==> src/rtl/cdb_arbiter_if.sv <==
// Common data bus arbiter bundle: four requester result ports, flush, and the broadcast bus.
interface cdb_arbiter_if #(
  parameter int unsigned DATA_W = 32,
  parameter int unsigned TAG_W  = 6
);
  logic [3:0]          req_valid;
  logic [4*DATA_W-1:0] req_data;
  logic [4*TAG_W-1:0]  req_tag;
  logic [3:0]          req_branch;
  logic [3:0]          req_branch_taken;
  logic [3:0]          req_ready;
  logic                flush;
  logic                cdb_valid;
  logic [DATA_W-1:0]   cdb_data;
  logic [TAG_W-1:0]    cdb_tag;
  logic                cdb_branch;
  logic                cdb_branch_taken;

  // Requester/pipeline side: produces results and flush, observes grants and broadcasts.
  modport master (
    output req_valid, req_data, req_tag, req_branch, req_branch_taken, flush,
    input  req_ready, cdb_valid, cdb_data, cdb_tag, cdb_branch, cdb_branch_taken
  );

  // Arbiter side.
  modport slave (
    input  req_valid, req_data, req_tag, req_branch, req_branch_taken, flush,
    output req_ready, cdb_valid, cdb_data, cdb_tag, cdb_branch, cdb_branch_taken
  );
endinterface

==> src/rtl/cdb_arbiter.sv <==
// Round-robin arbiter for four functional-unit results onto a single registered CDB.
module cdb_arbiter #(
  parameter int unsigned DATA_W = 32,
  parameter int unsigned TAG_W  = 6
) (
  input  logic        clk,
  input  logic        rst,
  cdb_arbiter_if.slave bus
);

  localparam int unsigned NUM_REQ = 4;

  logic [1:0]        rr_ptr_q, rr_ptr_d;
  logic [3:0]        grant_c;
  logic [1:0]        grant_idx_c;
  logic              xfer_c;
  logic [1:0]        scan_idx;

  logic              cdb_valid_q, cdb_valid_d;
  logic [DATA_W-1:0] cdb_data_q, cdb_data_d;
  logic [TAG_W-1:0]  cdb_tag_q, cdb_tag_d;
  logic              cdb_branch_q, cdb_branch_d;
  logic              cdb_taken_q, cdb_taken_d;

  // Scan requesters starting at rr_ptr; first valid one wins unless flushing.
  always_comb begin
    grant_c     = '0;
    grant_idx_c = rr_ptr_q;
    xfer_c      = 1'b0;
    scan_idx    = '0;
    if (!bus.flush) begin
      for (int k = 0; k < int'(NUM_REQ); k++) begin
        scan_idx = rr_ptr_q + 2'(k);
        if (!xfer_c && bus.req_valid[scan_idx]) begin
          xfer_c            = 1'b1;
          grant_idx_c       = scan_idx;
          grant_c[scan_idx] = 1'b1;
        end
      end
    end
  end

  // Grant is combinational; forced low while reset is held.
  assign bus.req_ready = rst ? 4'b0000 : grant_c;

  // Next-state: pointer advances past the winner; CDB captures the winner's fields.
  always_comb begin
    rr_ptr_d     = rr_ptr_q;
    cdb_valid_d  = 1'b0;
    cdb_data_d   = cdb_data_q;
    cdb_tag_d    = cdb_tag_q;
    cdb_branch_d = 1'b0;
    cdb_taken_d  = 1'b0;
    if (xfer_c) begin
      rr_ptr_d     = grant_idx_c + 2'd1;
      cdb_valid_d  = 1'b1;
      cdb_data_d   = bus.req_data[int'(grant_idx_c)*DATA_W +: DATA_W];
      cdb_tag_d    = bus.req_tag[int'(grant_idx_c)*TAG_W +: TAG_W];
      cdb_branch_d = bus.req_branch[grant_idx_c];
      cdb_taken_d  = bus.req_branch[grant_idx_c] & bus.req_branch_taken[grant_idx_c];
    end
  end

  // State and broadcast registers; reset discards any in-flight result.
  always_ff @(posedge clk or posedge rst) begin
    if (rst) begin
      rr_ptr_q     <= '0;
      cdb_valid_q  <= 1'b0;
      cdb_data_q   <= '0;
      cdb_tag_q    <= '0;
      cdb_branch_q <= 1'b0;
      cdb_taken_q  <= 1'b0;
    end else begin
      rr_ptr_q     <= rr_ptr_d;
      cdb_valid_q  <= cdb_valid_d;
      cdb_data_q   <= cdb_data_d;
      cdb_tag_q    <= cdb_tag_d;
      cdb_branch_q <= cdb_branch_d;
      cdb_taken_q  <= cdb_taken_d;
    end
  end

  assign bus.cdb_valid        = cdb_valid_q;
  assign bus.cdb_data         = cdb_data_q;
  assign bus.cdb_tag          = cdb_tag_q;
  assign bus.cdb_branch       = cdb_branch_q;
  assign bus.cdb_branch_taken = cdb_taken_q;

endmodule

==> src/flat_wrapper.sv <==
// flat-port wrapper written by rule: the top's interface ports become plain ports
module cdb_arbiter_flat 
#(
  parameter int unsigned DATA_W = 32,
  parameter int unsigned TAG_W  = 6
)
  (clk, rst, bus_req_valid, bus_req_data, bus_req_tag, bus_req_branch, bus_req_branch_taken, bus_flush, bus_req_ready, bus_cdb_valid, bus_cdb_data, bus_cdb_tag, bus_cdb_branch, bus_cdb_branch_taken);
  cdb_arbiter_if #(.DATA_W(DATA_W), .TAG_W(TAG_W)) bus_i ();
  input  logic clk;
  input  logic rst;
  input wire logic [$bits(bus_i.req_valid)-1:0] bus_req_valid;
  input wire logic [$bits(bus_i.req_data)-1:0] bus_req_data;
  input wire logic [$bits(bus_i.req_tag)-1:0] bus_req_tag;
  input wire logic [$bits(bus_i.req_branch)-1:0] bus_req_branch;
  input wire logic [$bits(bus_i.req_branch_taken)-1:0] bus_req_branch_taken;
  input wire logic [$bits(bus_i.flush)-1:0] bus_flush;
  output wire logic [$bits(bus_i.req_ready)-1:0] bus_req_ready;
  output wire logic [$bits(bus_i.cdb_valid)-1:0] bus_cdb_valid;
  output wire logic [$bits(bus_i.cdb_data)-1:0] bus_cdb_data;
  output wire logic [$bits(bus_i.cdb_tag)-1:0] bus_cdb_tag;
  output wire logic [$bits(bus_i.cdb_branch)-1:0] bus_cdb_branch;
  output wire logic [$bits(bus_i.cdb_branch_taken)-1:0] bus_cdb_branch_taken;
  assign bus_i.req_valid = bus_req_valid;
  assign bus_i.req_data = bus_req_data;
  assign bus_i.req_tag = bus_req_tag;
  assign bus_i.req_branch = bus_req_branch;
  assign bus_i.req_branch_taken = bus_req_branch_taken;
  assign bus_i.flush = bus_flush;
  assign bus_req_ready = bus_i.req_ready;
  assign bus_cdb_valid = bus_i.cdb_valid;
  assign bus_cdb_data = bus_i.cdb_data;
  assign bus_cdb_tag = bus_i.cdb_tag;
  assign bus_cdb_branch = bus_i.cdb_branch;
  assign bus_cdb_branch_taken = bus_i.cdb_branch_taken;
  cdb_arbiter #(.DATA_W(DATA_W), .TAG_W(TAG_W)) u_core (.clk(clk), .rst(rst), .bus(bus_i));
endmodule
==> config.mk <==
export PLATFORM = sky130hd
export DESIGN_NAME = cdb_arbiter_flat
export DESIGN_NICKNAME = d
export VERILOG_FILES = /design/src/rtl/cdb_arbiter_if.sv /design/src/rtl/cdb_arbiter.sv /design/src/flat_wrapper.sv
export SDC_FILE = /design/constraint.sdc
export NUM_CORES = 1
export LEC_CHECK = 0
export ABC_CLOCK_PERIOD_IN_PS = 7400
export BUFFER_PORTS_ARGS = -buffer_cell sky130_fd_sc_hd__clkbuf_2
export CORE_MARGIN = 2
export CORE_UTILIZATION = 45
export CTS_BUF_LIST = sky130_fd_sc_hd__clkbuf_2 sky130_fd_sc_hd__clkbuf_4 sky130_fd_sc_hd__clkbuf_8
export CTS_CLUSTER_DIAMETER = 200
export CTS_CLUSTER_SIZE = 30
export DETAILED_ROUTE_END_ITERATION = 7
export HOLD_SLACK_MARGIN = 0.06
export PLACE_DENSITY = 0.86
export SLEW_MARGIN = 40
export SYNTH_ARGS = -nofsm -noshare
export SYNTH_HDL_FRONTEND = slang
export SYNTH_SLANG_ARGS = --single-unit
==> constraint.sdc <==
create_clock -name clk -period 7.4 [get_ports clk]
set_input_delay 0.74 -clock clk [delete_from_list [all_inputs] [get_ports clk]]
set_output_delay 0.74 -clock clk [all_outputs]
set_load 0.05 [all_outputs]
==> results of run 1 <==
## cell usage in the layout (no fill, tap or decap), types with 3 or more instances in the layout
cell | netlist | final
clkbuf_8 | 0 | 5
nand2b_1 | 3 | 3
ha_1 | 8 | 8
mux2i_1 | 84 | 84
mux4_2 | 3 | 3
nand2_1 | 51 | 51
a22o_1 | 4 | 4
clkbuf_2 | 0 | 211
o21ai_0 | 4 | 4
buf_4 | 9 | 4
dfrtp_1 | 43 | 43
a21oi_1 | 9 | 9
nor2_1 | 5 | 5
o221ai_1 | 38 | 38
## how the worst max path moves through the flow
stage	cells after the start	slack [ps]	startpoint	endpoint
floorplan	10	3780	u_core.rr_ptr_q[0]	bus_req_ready[0]
global placement	9	3780	u_core.rr_ptr_q[0]	u_core.bus.cdb_data[28]
detailed placement	9	3650	u_core.rr_ptr_q[0]	u_core.bus.cdb_data[20]
CTS	9	3410	u_core.rr_ptr_q[0]	bus_req_ready[1]
global route	9	3100	u_core.rr_ptr_q[0]	bus_req_ready[1]
finish	8	3370	u_core.rr_ptr_q[0]	bus_req_ready[2]
## power by group through the flow
stage               combinational [W]  sequential [W]  clock, W
global placement              0.00147        0.000434         0
floorplan                    0.000886        0.000786         0
global route                  0.00160        0.000451  0.000165
CTS                           0.00151        0.000435  0.000157
detailed placement            0.00151        0.000436         0
finish                        0.00150        0.000435  0.000152
## cells by family after synthesis
group	count (synthesis)
AND/OR/NAND/NOR	72
buffers and inverters	31
flip-flops	43
AO/OA/AOI/OAI	63
multiplexers	88
XOR/XNOR	3
adder cells (fa/ha/maj)	8
## critical path, cell delays in order (launching register included)
cell and delay, ps:
dfrtp_1 760, inv_2 180, ha_1 590, mux4_2 440, a21oi_1 310, a22o_1 200, mux2i_1 90, a21oi_1 140
clkbuf_2 290
## final cells by class
type                       count  share of cell area (%)
inverter                       4                   0.411
tap                           80                    2.35
clock inverter                 2                   0.294
sequential                    43                    25.2
timing repair buffer         215                    25.5
multi-input combinational    234                    44.4
clock buffer                   6                    1.79
## routing by layer
layer | GRT usage, % | part of all wire, % | vias up
li1 | - | - | 1546
met1 | 24.2 | 37 | 1466
met2 | 43.8 | 53 | 176
met3 | 4.64 | 8.1 | 17
met4 | 7.55 | 2.1 | 0
met5 | 0 | 0 | -
## registers in the layout (all words and copies together), names as in the netlist
signal / count
u_core.bus.cdb_valid: 1
u_core.bus.cdb_branch_taken: 1
u_core.rr_ptr_q: 2
u_core.bus.cdb_tag: 6
u_core.bus.cdb_branch: 1
u_core.bus.cdb_data: 32
## per-stage QoR
step / setup WS [ps] / hold WS [ps] / power [W] / utilization (%)
after global placement: 3780 / 471 / 0.00190 / 61.7
final: 3370 / 467 / 0.00209 / 63.1
after CTS: 3410 / 494 / 0.00210 / 63.1
after detailed placement: 3650 / 472 / 0.00195 / 61.8
after floorplan: 3780 / 626 / 0.00167 / -
after global routing: 3100 / 509 / 0.00222 / 63.1
==> flow_metrics.tcl, run 1 <==
set metrics [dict create \
    yosys.area_share.simple_pct 10.3 \
    dr.pass1.iters 4 \
    boundaryPins 212 \
    cp-start-kind "flip-flop" \
    syn_inst 308 \
    syn-num-nets 483 \
    rsz0062_at_grt "false" \
    post-route-period-util_pct 54.4 \
    first_iter_violations 254 \
    synth_common_cells "mux2i_1 (84), nand2_1 (51), dfrtp_1 (43)" \
    synthTopCellsByArea "dfrtp_1 (34%), mux2i_1 (27%), o221ai_1 (11%)" \
    r2r_start "u_core.rr_ptr_q[0]" \
    vias 3205 \
    cts-resized-gates 0 \
    synth_top_area_share_pct 34.4 \
    gr-total-overflow 0 \
    postCtsHoldBufs 0 \
    setup_violations 0 \
    wl_mm 9.07 \
    n_antenna_cell 0 \
    fmax_mhz 248 \
    grt_pass1_vias 3050 \
    coreArea_um2 6760 \
    gr-usage-all-layers_pct 22.7 \
    ys_types 38 \
    dieArea_um2 7640 \
    dp_cells 576 \
    synth.avg_cell_area_um2 10.2 \
    routabilityCongestion 0.763 \
    synth_top_area_cell "dfrtp_1" \
    cts_sinks 43 \
    fin_setup_tns_ps 0 \
    power_frac_comb_pct 71.9 \
    drive_above_1_share_pct 46.4 \
    ys_async_sr_fraction_pct 100 \
    fp.dieW_um 87.4 \
    fp.dieH_um 87.4 \
    layout.nets 678 \
    grt_pass1_wl_mm 13.6 \
    htreeDepth 2 \
    io_buffers 211 \
    irDropWorstVdd_mv 0.282 \
    worstSetupPathType "flip-flop to primary output" \
    postCtsSetupBuffers 0 \
    grt_max_degree 44 \
    fillerInstances 579 \
    rrSetupSlack_ps 3650 \
    antenna_found_initial 0 \
    clock_path_buffers 2 \
    yosysMostFrequentCell "mux2i_1" \
    synthAdderAreaFrac_pct 3.20 \
    synth.area.mux_share_pct 29.4 \
    row_count 30 \
    synth_top_family_by_area "multiplexers" \
    tightestPinTransition_ps 773 \
    synthXorXnorAreaFrac_pct 1.44 \
    relSlewSlack_pct 48.5 \
    ctsRootBufferMaster "clkbuf_8" \
    skew_ps 8.52 \
    clock_latency_ps 300 \
    outcome "finished clean" \
    hold_viol 0 \
    synth_edf_count 0 \
    crit_arrival_ps 3290 \
    yosys_register_bits 43 \
    seqPwrFrac_pct 20.8 \
    finalInstanceArea_um2 4260 \
    required_ps 6660 \
    p_sw_share_pct 53.9 \
    hp-class "input port to asynchronous set/reset pin" \
    netlist_area_um2 3130 \
    dp_hpwl_mm 7.09 \
    viasPerCell 5.49 \
    routedWlPerCell_um 15.5 \
    layout_min_cycle_time_ps 4030 \
    r2r_cells 9 \
    synth-compound-area-share_pct 16.1 \
    p_int_w 0.000961 \
    drc 0 \
    worstPathMaxFanout 15 \
    multi_input_area_um2 1890 \
    layoutNonFillerInstCount 584 \
    power_frac_clock_pct 7.3 \
    maxSlewViolCount 0 \
    start_util_pct 46.4 \
    cts_buffers 5 \
    dpl_cell_area_um2 4170 \
    p_per_area_nw_per_um2 490 \
    ys_warn_count 0 \
    ys_seq_area_share_pct 34.4 \
    postRouteAntennaNets 0 \
    syn2layout_area_growth_pct 36.1 \
    endpoint_kind "primary output" \
    drv_cap 0 \
    seqCellArea_um2 1080 \
    cts_tree "yes" \
    power_leakage_nw 2.35 \
    clkTransAtPathRegs_ps 90 \
    synth-main-ff-cell "dfrtp_1" \
    timing.rr.end "u_core.bus.cdb_data[28]" \
    power.switching_w 0.00113 \
]
(Power assumes the default switching activity.)
==> run 2, diff against run 1 <==
--- a/config.mk
+++ b/config.mk
@@ -5,16 +5,16 @@
 export SDC_FILE = /design/constraint.sdc
 export NUM_CORES = 1
 export LEC_CHECK = 0
-export ABC_CLOCK_PERIOD_IN_PS = 7400
+export ABC_CLOCK_PERIOD_IN_PS = 3900
 export BUFFER_PORTS_ARGS = -buffer_cell sky130_fd_sc_hd__clkbuf_2
 export CORE_MARGIN = 2
-export CORE_UTILIZATION = 45
+export CORE_UTILIZATION = 43
 export CTS_BUF_LIST = sky130_fd_sc_hd__clkbuf_2 sky130_fd_sc_hd__clkbuf_4 sky130_fd_sc_hd__clkbuf_8
 export CTS_CLUSTER_DIAMETER = 200
 export CTS_CLUSTER_SIZE = 30
 export DETAILED_ROUTE_END_ITERATION = 7
 export HOLD_SLACK_MARGIN = 0.06
-export PLACE_DENSITY = 0.86
+export PLACE_DENSITY = 0.82
 export SLEW_MARGIN = 40
 export SYNTH_ARGS = -nofsm -noshare
 export SYNTH_HDL_FRONTEND = slang
==> constraint.sdc (replaced) <==
create_clock -name clk -period 3.9 [get_ports clk]
set_input_delay 0.39 -clock clk [delete_from_list [all_inputs] [get_ports clk]]
set_output_delay 0.39 -clock clk [all_outputs]
set_load 0.05 [all_outputs]
==> flow_metrics.tcl, run 2 (synthesis gave the netlist of run 1 again) <==
set metrics [dict create \
    pre_cts_ws_ps 579 \
    viasPerCell 5.34 \
    p_sw_share_pct 53.5 \
    clock_path_buffers 2 \
    r2r_cells 9 \
    dieArea_um2 7980 \
    post-route-period-util_pct 88.0 \
    start_util_pct 43.9 \
    critPathMaxStageDelay_ps 540 \
    required_ps 3510 \
    outcome "finished clean" \
    p_int_w 0.00186 \
    seqPwrFrac_pct 19.9 \
    finalInstanceArea_um2 4310 \
    row_count 31 \
    tightestPinTransition_ps 800 \
    grt_max_degree 47 \
    dp_hpwl_mm 7.27 \
    cts-resized-gates 0 \
    htreeDepth 2 \
    worstPathMaxFanout 12 \
    cp-start-kind "flip-flop" \
    postCtsSetupBuffers 0 \
    cts_tree "yes" \
    fin_ws_ps 466 \
    routabilityCongestion 0.781 \
    crit_top_cell "o21ai_0" \
    postRouteAntennaNets 0 \
    final_core_util_pct 60.4 \
    power_leakage_nw 2.36 \
    rsz0062_at_grt "false" \
    boundaryPins 212 \
    ctsRootBufferMaster "clkbuf_8" \
    dr.pass1.iters 4 \
    power_frac_clock_pct 7.3 \
    drv_cap 0 \
    first_iter_violations 133 \
    timing.rr.end "u_core.bus.cdb_data[0]" \
    rrSetupSlack_ps 580 \
    vias 3230 \
    n_antenna_cell 0 \
    layout.nets 680 \
    hp-class "input port to asynchronous set/reset pin" \
    setup_violations 0 \
    antenna_found_initial 0 \
    worstSetupPathType "flip-flop to primary output" \
    p_per_area_nw_per_um2 926 \
    r2r_start "u_core.rr_ptr_q[1]" \
    maxSlewViolCount 0 \
    power.switching_w 0.00214 \
    grt_pass1_wl_mm 13.7 \
    fp.dieH_um 89.3 \
    routedWlPerCell_um 15.5 \
    clkTransAtPathRegs_ps 90 \
    cts_buffers 5 \
    coreArea_um2 7140 \
    fmax_mhz 291 \
    slowest_stage "dfrtp_1" \
    dpl_cell_area_um2 4220 \
    skew_ps 3.38 \
    drc 0 \
    clock_latency_ps 290 \
    layout_common_cells "clkbuf_2 (211), mux2i_1 (84), nand2_1 (51), dfrtp_1 (43), o221ai_1 (38)" \
    syn2layout_area_growth_pct 37.7 \
    relSlewSlack_pct 46.7 \
    path_cells "inv_1 > ha_1 > and3b_1 > o21ai_0 > o22a_1 > o21ai_0 > nand2_1 > a21oi_1 > clkbuf_2" \
    crit_arrival_ps 3040 \
    io_buffers 211 \
    fin_setup_tns_ps 0 \
    layout_commonest_cell "clkbuf_2" \
    cts_sinks 43 \
    fp.dieW_um 89.3 \
    gr-total-overflow 0 \
    largest_reg_flops 32 \
    postCtsHoldBufs 0 \
    power_frac_comb_pct 72.8 \
    gr-usage-all-layers_pct 22.1 \
    grt_pass1_vias 2989 \
    endpoint_kind "primary output" \
    drive_above_1_share_pct 46.6 \
    wl_mm 9.37 \
    layout_min_cycle_time_ps 3430 \
    irDropWorstVdd_mv 0.549 \
    hold_viol 0 \
]
-- run 2: cell count changes in the layout (fill, tap and decap cells not counted) --
cell    before  now
buf_12       0    1
buf_4        4    5
-- run 2: through the flow --
| step | hold WS (ps) | power [W] | std cells |
|---|---|---|---|
| 2_1_floorplan | 589 | 0.00317 | 308 |
| 3_3_place_gp | 468 | 0.00364 | 597 |
| 3_5_place_dp | 476 | 0.00373 | 597 |
| 4_1_cts | 163 | 0.00403 | 605 |
| 5_1_grt | 174 | 0.00426 | 605 |
| 6_report | 142 | 0.00399 | 605 |
-- run 2: worst max-delay path by stage --
stage | startpoint | end
global route | u_core.rr_ptr_q[1] | bus_req_ready[0]
floorplan | u_core.rr_ptr_q[0] | bus_req_ready[0]
global placement | u_core.rr_ptr_q[1] | u_core.bus.cdb_branch_taken
CTS | u_core.rr_ptr_q[1] | bus_req_ready[0]
detailed placement | u_core.rr_ptr_q[1] | u_core.bus.cdb_tag[3]
finish | u_core.rr_ptr_q[1] | bus_req_ready[0]
-- run 2: power by group through the flow --
stage               logic [W]  registers, W  clock network [W]
floorplan             0.00168       0.00149                  0
finish                0.00291      0.000793           0.000293
global route          0.00311      0.000824           0.000328
CTS                   0.00293      0.000794           0.000307
global placement      0.00285      0.000790                  0
detailed placement    0.00293      0.000798                  0
-- run 2: worst max-delay path, delay by kind of cell, from the launching register on --
kind	cells	cell delay (ps)
and+or+nand+nor	2	340
buffers and inverters	2	440
DFF	1	540
AOI/OAI and AO/OA	4	890
adders and majority gates	1	530
-- run 2: layer usage --
layer	GRT usage (%)	part of all wire [%]
met5	0	0
met1	23.9	37
met4	6.11	1.3
met3	5.26	8.2
met2	42.6	54
-- run 2: layout make-up --
cell class	instances	area (um^2)
flip-flops and latches	43	1080
clock inverters	2	12.5
clock buffers	6	76.3
repair buffers	217	1110
multi-input cells	234	1890
fillers	653	2820
well taps	99	124
inverters	4	17.5
==> run 3, diff against run 2 <==
==> constraint.sdc (replaced) <==
create_clock -name clk -period 3.9 [get_ports clk]
set_input_delay 0.975 -clock clk [delete_from_list [all_inputs] [get_ports clk]]
set_output_delay 0.975 -clock clk [all_outputs]
set_load 0.05 [all_outputs]
==> flow_metrics.tcl, run 3 (synthesis gave the netlist of run 1 again) <==
set metrics [dict create \
    outcome "finished clean" \
    dieArea_um2 7980 \
    slowest_stage "mux4_2" \
    io_buffers 211 \
    crit_arrival_ps 2710 \
    post-route-period-util_pct 94.4 \
    path_buf_inv 2 \
    start_util_pct 43.9 \
    setup_violations 0 \
    rrSetupSlack_ps 750 \
    irDropWorstVdd_mv 0.643 \
    routabilityCongestion 0.782 \
    layout_common_cells "clkbuf_2 (211), mux2i_1 (84), nand2_1 (51), dfrtp_1 (43), o221ai_1 (38)" \
    critPathMaxStageDelay_ps 570 \
    postRouteAntennaNets 0 \
    finalInstanceArea_um2 4390 \
    timing.rr.end "u_core.bus.cdb_data[9]" \
    syn2layout_area_growth_pct 40.2 \
    drv_cap 0 \
    skew_ps 7.25 \
    vias 3238 \
    fin_setup_tns_ps 0 \
    wl_mm 9.37 \
    first_iter_violations 252 \
    boundaryPins 212 \
    postCtsHoldBufs 0 \
    endpoint_kind "primary output" \
    worstSetupPathType "input port to primary output" \
    ctsRootBufferMaster "clkbuf_8" \
    multi_input_area_um2 1890 \
    layout.nets 686 \
    clock_latency_ps 300 \
    dp_hpwl_mm 7.40 \
    fp.dieW_um 89.3 \
    seqCellArea_um2 1080 \
    fp.dieH_um 89.3 \
    power.switching_w 0.00217 \
    path_depth 7 \
    drc 0 \
    tightestPinTransition_ps 570 \
    path_cells "clkbuf_2 > mux4_2 > a21oi_1 > a22o_1 > mux2i_1 > a21oi_1 > clkbuf_2" \
    clkTransAtPathRegs_ps 80 \
    grt_pass1_vias 2974 \
    dr.pass1.iters 4 \
    coreArea_um2 7140 \
    gr-total-overflow 0 \
    grt_pass1_wl_mm 13.8 \
    r2r_cells 10 \
    power_frac_clock_pct 7.0 \
    hold_end "u_core.bus.cdb_data[6]" \
    cts_sinks 43 \
    fmax_mhz 272 \
    p_int_w 0.00196 \
    viasPerCell 5.30 \
    power_leakage_nw 2.40 \
    fillerInstances 617 \
    hp-start "u_core.bus.cdb_data[6]" \
    p_per_area_nw_per_um2 941 \
    gr-usage-all-layers_pct 22.0 \
    power_frac_comb_pct 74.0 \
    rsz0062_at_grt "false" \
    p_sw_share_pct 52.5 \
    path_delay_family "multiplexers" \
    antenna_found_initial 0 \
    maxSlewViolCount 0 \
    htreeDepth 2 \
    dpl_cell_area_um2 4300 \
    cts_tree "yes" \
    drive_above_1_share_pct 47.3 \
    grt_max_degree 44 \
    row_count 31 \
    seqPwrFrac_pct 18.9 \
    layout_commonest_cell "clkbuf_2" \
    r2r_start "u_core.rr_ptr_q[0]" \
    cp-start-kind "input port" \
    required_ps 2920 \
    largest_reg_flops 32 \
    n_antenna_cell 0 \
    routedWlPerCell_um 15.3 \
    worstHoldPathCells 2 \
    postCtsSetupBuffers 0 \
    clock_path_buffers 2 \
    cts-resized-gates 0 \
    hp-class "flip-flop to flip-flop" \
    worstPathMaxFanout 15 \
    cts_buffers 5 \
    relSlewSlack_pct 62.0 \
    hold_viol 0 \
    layout_min_cycle_time_ps 3680 \
]
run 3: stage by stage:
stage          hold slack [ps]  setup slack, ps  utilization (%)  instances  total power (W)
2_1_floorplan              626             46.8                -        308          0.00317
3_3_place_gp               469              324             60.0        602          0.00375
3_5_place_dp               472              189             60.3        603          0.00387
4_1_cts                    494             87.8             61.5        611          0.00417
5_1_grt                    517             58.3             61.5        611          0.00439
6_report                   490              220             61.5        611          0.00413
run 3: cell type report:
cell class	instances	area share [%]
Clock buffer	6	1.74
Tap cell	99	2.82
Sequential cell	43	24.5
Multi-Input combinational cell	234	43.1
Clock inverter	2	0.285
Timing Repair Buffer	223	27.1
Inverter	4	0.399
run 3: power groups by stage:
stage	Clock (W)	Sequential (W)	Combinational, W
6_report	0.000291	0.000781	0.00306
2_1_floorplan	0	0.00149	0.00168
5_1_grt	0.000318	0.000809	0.00326
3_3_place_gp	0	0.000783	0.00297
3_5_place_dp	0	0.000787	0.00308
4_1_cts	0.000300	0.000783	0.00308
run 3: metal layers:
metal	share of wire (%)	vias up	GRT usage [%]
li1	-	1568	-
met1	38	1500	25.6
met2	53	162	41.3
met3	8.2	8	3.97
met4	1.0	0	5.56
met5	0	-	0
run 3: worst max path at each step:
| stage | start | to |
|---|---|---|
| finish | bus_req_valid[3] | bus_req_ready[2] |
| global route | u_core.rr_ptr_q[0] | bus_req_ready[3] |
| CTS | u_core.rr_ptr_q[0] | bus_req_ready[1] |
| detailed placement | bus_req_valid[2] | bus_req_ready[1] |
| global placement | bus_req_valid[3] | u_core.bus.cdb_data[2] |
| floorplan | bus_req_valid[2] | bus_req_ready[0] |
run 3: worst reg2reg max path, stage by stage, from the launching register on:
cell	delay, ps
dfrtp_1	370
inv_2	90
ha_1	520
mux4_2	440
nand2b_1	150
a31oi_4	130
xnor2_4	490
buf_8	240
buf_4	200
mux2i_1	230
o221ai_1	150
